--- src/rtl/sm_arith_pkg.sv ---
// sm_arith_pkg: shared FSM encoding, opcode constants and sign-magnitude field helpers
//   used by sm_addsub_seq and sm_mag_unit.
package sm_arith_pkg;

    typedef enum logic [1:0] {
        ST_IDLE = 2'd0,
        ST_CMP  = 2'd1,
        ST_CALC = 2'd2,
        ST_DONE = 2'd3
    } state_t;

    localparam logic OP_SUB = 1'b0;
    localparam logic OP_ADD = 1'b1;

    // Helpers take a 64-bit carrier plus the live width so one definition serves every WIDTH.
    function automatic logic sm_sign(input logic [63:0] x, input int w);
        return x[6'(w - 1)];
    endfunction

    function automatic logic [63:0] sm_mag(input logic [63:0] x, input int w);
        return x & ((64'd1 << (w - 1)) - 64'd1);
    endfunction

endpackage

--- src/rtl/sm_mag_unit.sv ---
// sm_mag_unit: combinational magnitude compare and add / larger-minus-smaller subtract.
//   i_x, i_y : MW-bit magnitudes
//   i_add    : 1 = o_res is i_x+i_y, 0 = o_res is |i_x-i_y|
//   o_ge     : i_x >= i_y
//   o_eq     : i_x == i_y
//   o_res    : MW+1-bit result, wide enough that the sum never wraps
module sm_mag_unit #(
    parameter int MW = 17
) (
    input  logic [MW-1:0] i_x,
    input  logic [MW-1:0] i_y,
    input  logic          i_add,
    output logic          o_ge,
    output logic          o_eq,
    output logic [MW:0]   o_res
);

    always_comb begin
        o_ge  = i_x >= i_y;
        o_eq  = i_x == i_y;
        o_res = i_add ? {1'b0, i_x} + {1'b0, i_y}
              : o_ge  ? {1'b0, i_x - i_y}
              :         {1'b0, i_y - i_x};
    end

endmodule

--- src/rtl/sm_addsub_seq.sv ---
// sm_addsub_seq: sequential sign-magnitude a-b / a+b with valid/ready at both ends.
//   clk, rst            : clock, asynchronous active-high reset
//   in_valid/in_ready   : operand handshake (in_ready high only in IDLE)
//   op                  : 0 = a-b, 1 = a+b
//   a, b                : WIDTH-bit sign-magnitude operands (MSB = sign)
//   out_valid/out_ready : result handshake
//   z                   : WIDTH+1-bit result (MSB = sign, never -0)
//   z_zero              : result magnitude is zero
//   busy                : unit is not in IDLE
module sm_addsub_seq
    import sm_arith_pkg::*;
#(
    parameter int WIDTH = 18
) (
    input  logic             clk,
    input  logic             rst,
    input  logic             in_valid,
    output logic             in_ready,
    input  logic             op,
    input  logic [WIDTH-1:0] a,
    input  logic [WIDTH-1:0] b,
    output logic             out_valid,
    input  logic             out_ready,
    output logic [WIDTH:0]   z,
    output logic             z_zero,
    output logic             busy
);

    localparam int MW = WIDTH - 1;

    state_t           r_state;
    logic [WIDTH-1:0] r_a;
    logic [WIDTH-1:0] r_b;
    logic             r_op;
    logic             r_same;
    logic             r_ge;
    logic             r_eq;
    logic             r_eff_bs;

    logic [MW-1:0]    w_a_mag;
    logic [MW-1:0]    w_b_mag;
    logic             w_a_sign;
    logic             w_eff_bs;
    logic             w_ge;
    logic             w_eq;
    logic [MW:0]      w_cmp_res;
    logic             w_calc_ge;
    logic             w_calc_eq;
    logic [MW:0]      w_calc_res;
    logic             w_zero;
    logic             w_sign;
    logic             w_unused;

    assign w_a_mag  = MW'(sm_mag(64'(r_a), WIDTH));
    assign w_b_mag  = MW'(sm_mag(64'(r_b), WIDTH));
    assign w_a_sign = sm_sign(64'(r_a), WIDTH);
    // Subtraction is addition of b with its sign flipped.
    assign w_eff_bs = sm_sign(64'(r_b), WIDTH) ^ (r_op == OP_SUB);

    sm_mag_unit #(.MW(MW)) u_cmp (
        .i_x   (w_a_mag),
        .i_y   (w_b_mag),
        .i_add (1'b0),
        .o_ge  (w_ge),
        .o_eq  (w_eq),
        .o_res (w_cmp_res)
    );

    sm_mag_unit #(.MW(MW)) u_calc (
        .i_x   (w_a_mag),
        .i_y   (w_b_mag),
        .i_add (r_same),
        .o_ge  (w_calc_ge),
        .o_eq  (w_calc_eq),
        .o_res (w_calc_res)
    );

    assign w_unused = ^{w_cmp_res, w_calc_ge, w_calc_eq};

    // A sum is zero only when both magnitudes are; a difference is zero exactly when they match.
    assign w_zero = r_same ? (w_calc_res == '0) : r_eq;
    // Forcing the sign low on zero also turns -0 operands into a canonical +0.
    assign w_sign = w_zero ? 1'b0 : (r_same || r_ge) ? w_a_sign : r_eff_bs;

    always_ff @(posedge clk or posedge rst) begin
        if (rst) begin
            r_state   <= ST_IDLE;
            r_a       <= '0;
            r_b       <= '0;
            r_op      <= 1'b0;
            r_same    <= 1'b0;
            r_ge      <= 1'b0;
            r_eq      <= 1'b0;
            r_eff_bs  <= 1'b0;
            in_ready  <= 1'b1;
            out_valid <= 1'b0;
            z         <= '0;
            z_zero    <= 1'b0;
            busy      <= 1'b0;
        end else begin
            case (r_state)
                ST_IDLE: if (in_valid) begin
                    r_a      <= a;
                    r_b      <= b;
                    r_op     <= op;
                    r_state  <= ST_CMP;
                    in_ready <= 1'b0;
                    busy     <= 1'b1;
                end
                ST_CMP: begin
                    r_same   <= w_a_sign == w_eff_bs;
                    r_ge     <= w_ge;
                    r_eq     <= w_eq;
                    r_eff_bs <= w_eff_bs;
                    r_state  <= ST_CALC;
                end
                ST_CALC: begin
                    z         <= {w_sign, w_calc_res};
                    z_zero    <= w_zero;
                    out_valid <= 1'b1;
                    r_state   <= ST_DONE;
                end
                ST_DONE: if (out_ready) begin
                    out_valid <= 1'b0;
                    in_ready  <= 1'b1;
                    busy      <= 1'b0;
                    r_state   <= ST_IDLE;
                end
                default: r_state <= ST_IDLE;
            endcase
        end
    end

endmodule

--- config.mk ---
export PLATFORM = sky130hd
export DESIGN_NAME = sm_addsub_seq
export DESIGN_NICKNAME = d
export VERILOG_FILES = /design/src/rtl/sm_arith_pkg.sv /design/src/rtl/sm_mag_unit.sv /design/src/rtl/sm_addsub_seq.sv
export SDC_FILE = /design/constraint.sdc
export NUM_CORES = 1
export LEC_CHECK = 0
export CORE_ASPECT_RATIO = 1.2
export CORE_MARGIN = 1
export CORE_UTILIZATION = 40
export CTS_BUF_LIST = sky130_fd_sc_hd__clkbuf_4 sky130_fd_sc_hd__clkbuf_8 sky130_fd_sc_hd__clkbuf_16
export DETAILED_ROUTE_END_ITERATION = 10
export HOLD_SLACK_MARGIN = 0.06
export SYNTH_ARGS = -nofsm -noshare
export SYNTH_HDL_FRONTEND = slang
export SYNTH_SLANG_ARGS = --single-unit
export TNS_END_PERCENT = 20
--- constraint.sdc ---
create_clock -name clk -period 5 [get_ports clk]
set_input_delay 0.5 -clock clk [delete_from_list [all_inputs] [get_ports clk]]
set_output_delay 0.5 -clock clk [all_outputs]
set_load 0.01 [all_outputs]
==> impl_metrics.py <==
metrics = {
    "status": {
        "status": "finished clean",
    },
    "route": {
        "num_vias": 4452,
        "routed_via_density": 5.61,
        "drtIter0Drc": 284,
        "routed_wl_um": 14000,
        "drtAntennaViolNets": 0,
        "dr.pass1.iters": 4,
        "wire_per_inst_um": 17.7,
        "drc": 0,
    },
    "yosys": {
        "ys.flop_type": "dfrtp_1",
        "synth_seq_cells": 66,
        "synth-async-reset-ratio": 1.00,
        "synth_area_um2": 5300,
        "syn_nets": 667,
        "yosysWarnings": 0,
        "ys_seq_area_frac": 0.312,
        "synth_edf_count": 0,
        "post_synth_num_cell_types": 76,
        "synthesis.instances": 569,
        "synth.avg_cell_area_um2": 9.31,
    },
    "sta": {
        "skew_ns": 0.00739,
        "finalWorstSetupSlack_ns": 0.583,
        "worst_pin_slew_ns": 0.902,
        "rsz0062_at_grt": "no",
        "final-hold-violation-count": 0,
        "max_freq_mhz": 226,
        "setup_viol": 0,
        "fin_crit_ns": 4.42,
        "fin_crit_sh": 0.883,
        "slew_viol_final": 0,
        "slew_headroom": 0.399,
        "tns_ns": 0,
    },
    "finish": {
        "layout-drive-gt1-share": 0.143,
        "diodes": 0,
        "finalNetCount": 722,
        "final_cells": 793,
        "area_growth_syn_to_layout_pct": 19.1,
        "fillers": 1211,
    },
    "setup_path": {
        "r2r.worst_path.cells": 12,
        "crit_start": "r_a[6]",
        "crit_end": "z[18]",
        "critPathRequiredTime_ns": 5.23,
        "cp.arrival_ns": 4.65,
        "path_class": "reg -> reg",
        "end_kind": "register",
        "rrSetupSlack_ns": 0.58,
        "critPathMaxFanout": 16,
        "setup.worst_path.start_class": "register",
        "reg2reg_from": "r_a[6]",
        "worst_r2r_endpoint": "z[18]",
    },
    "die": {
        "start_util": 0.415,
        "die-area_um2": 13700,
        "fp.dieH_um": 128,
        "dieWidth_um": 107,
        "rows": 45,
        "ios": 64,
        "core_area_um2": 12800,
    },
    "cts": {
        "clk_pin_slew_ns": 0.06,
        "worstSkewPairLatency_ns": 0.35,
        "cts_buffers": 9,
        "cts_resized": 0,
        "htree_levels": 3,
        "cts-hold-fix-buffers": 0,
        "cts_max_path_buffers": 2,
        "tritoncts": "built",
        "clock-sinks": 66,
        "postCtsSetupBuffers": 0,
        "ctsRootBufferMaster": "clkbuf_16",
    },
    "min_path": {
        "hold_path.class": "reg -> reg",
    },
    "global_route": {
        "grt_max_degree": 67,
        "grt_pass1_vias": 4307,
        "grt_pass1_wl_um": 22500,
        "overflow": 0,
        "track_usage": 0.215,
        "antenna_found_initial": 0,
    },
    "placement": {
        "place_worst_setup_slack_ns": 0.636,
        "place.gp.congestion": 0.894,
        "hpwlAfterDp_um": 10800,
        "place_inst": 777,
        "port_buffers": 63,
    },
    "flow_run": {
        "maxCapViolCount": 0,
    },
}
-- worst min path at each step --
| stage | start | end | slack, ns | depth (start not counted) |
|---|---|---|---|---|
| floorplan | r_eff_bs | r_eff_bs | 0.47 | 1 |
| finish | z[15] | z[15] | 0.48 | 1 |
| global route | z[11] | z[11] | 0.50 | 1 |
| global placement | z[15] | z[15] | 0.47 | 1 |
| detailed placement | z[15] | z[15] | 0.47 | 1 |
| CTS | z[15] | z[15] | 0.49 | 1 |
-- cell usage after synthesis (6+ instances only) --
| master | n | share of area |
|---|---|---|
| a21o_1 | 7 | 0.0099 |
| a21oi_1 | 48 | 0.045 |
| clkbuf_1 | 12 | 0.0085 |
| dfrtp_1 | 65 | 0.31 |
| ha_1 | 54 | 0.13 |
| inv_1 | 55 | 0.039 |
| mux2_2 | 47 | 0.10 |
| nand2_1 | 21 | 0.015 |
| nand2b_1 | 10 | 0.012 |
| nand3_1 | 8 | 0.0076 |
| nor2_1 | 42 | 0.030 |
| nor2b_1 | 10 | 0.012 |
| nor3_1 | 8 | 0.0076 |
| nor4_1 | 6 | 0.0071 |
| o21a_1 | 6 | 0.0085 |
| o21ai_0 | 28 | 0.026 |
| o21bai_1 | 9 | 0.013 |
| xnor2_1 | 11 | 0.018 |
-- metal layers --
layer / GRT usage / up-vias / routed length, um
li1: - / 2162 / -
met1: 0.283 / 2133 / 6650
met5: 0 / - / 0
met3: 0.0366 / 27 / 596
met2: 0.345 / 130 / 6420
met4: 0.0935 / 0 / 338
-- through the flow --
stage / utilization / area [um^2] / hold WS (ns)
after floorplan: - / 5300 / 0.475
after global placement: 0.472 / 6030 / 0.467
after global routing: 0.494 / 6310 / 0.503
final: 0.494 / 6310 / 0.478
after CTS: 0.494 / 6310 / 0.485
after detailed placement: 0.472 / 6030 / 0.472
-- placed cells by master (no fill, tap or decap), types with 10 or more instances in the layout --
cell type and instances:
nor2_1 42, nor2b_1 10, mux2_2 47, nand2b_1 10, xnor2_1 11, ha_1 54, nand2_1 21, a21oi_1 48
o21ai_0 28, dfrtp_1 65, inv_1 54, clkdlybuf4s50_1 63
-- cell type report --
| cell class | instances | area (um^2) | share of cell area |
|---|---|---|---|
| clock inverters | 6 | 43.8 | 0.00694 |
| repair buffers | 70 | 683 | 0.108 |
| inverters | 55 | 206 | 0.0327 |
| clock buffers | 10 | 233 | 0.0369 |
| flip-flops and latches | 66 | 1650 | 0.262 |
| well taps | 164 | 205 | 0.0325 |
| multi-input cells | 422 | 3290 | 0.521 |
-- registers in the layout, summed over array words and instances, names as in the netlist --
register   cells
z             19
r_op           1
r_eff_bs       1
out_valid      1
busy           1
r_b           18
r_eq           1
r_same         1
in_ready       1
z_zero         1
r_ge           1
r_state        2
r_a           18
-- worst max-delay path: stages, from the launching register on --
cell      delay [ns]
dfrtp_1         0.38
inv_1           0.06
ha_1            0.45
a21oi_1         0.26
o21ai_1         0.15
a221o_2         0.46
nor3_4          0.63
o211ai_1        0.23
a221oi_1        0.39
o32ai_1         0.12
or4_1           0.40
or4_1           0.50
a32o_1          0.26
-- cells by family after synthesis --
logic type | count (synthesis) | share of synthesized area
DFF | 66 | 0.312
muxes | 49 | 0.104
adders and majority gates | 57 | 0.139
AOI/OAI and AO/OA | 167 | 0.220
and+or+nand+nor | 135 | 0.135
buffers and inverters | 81 | 0.0680
xor gates and xnor gates | 14 | 0.0231
Power is not shown: default switching activity piles up to over one toggle a cycle in this logic, so the estimate is an artifact.
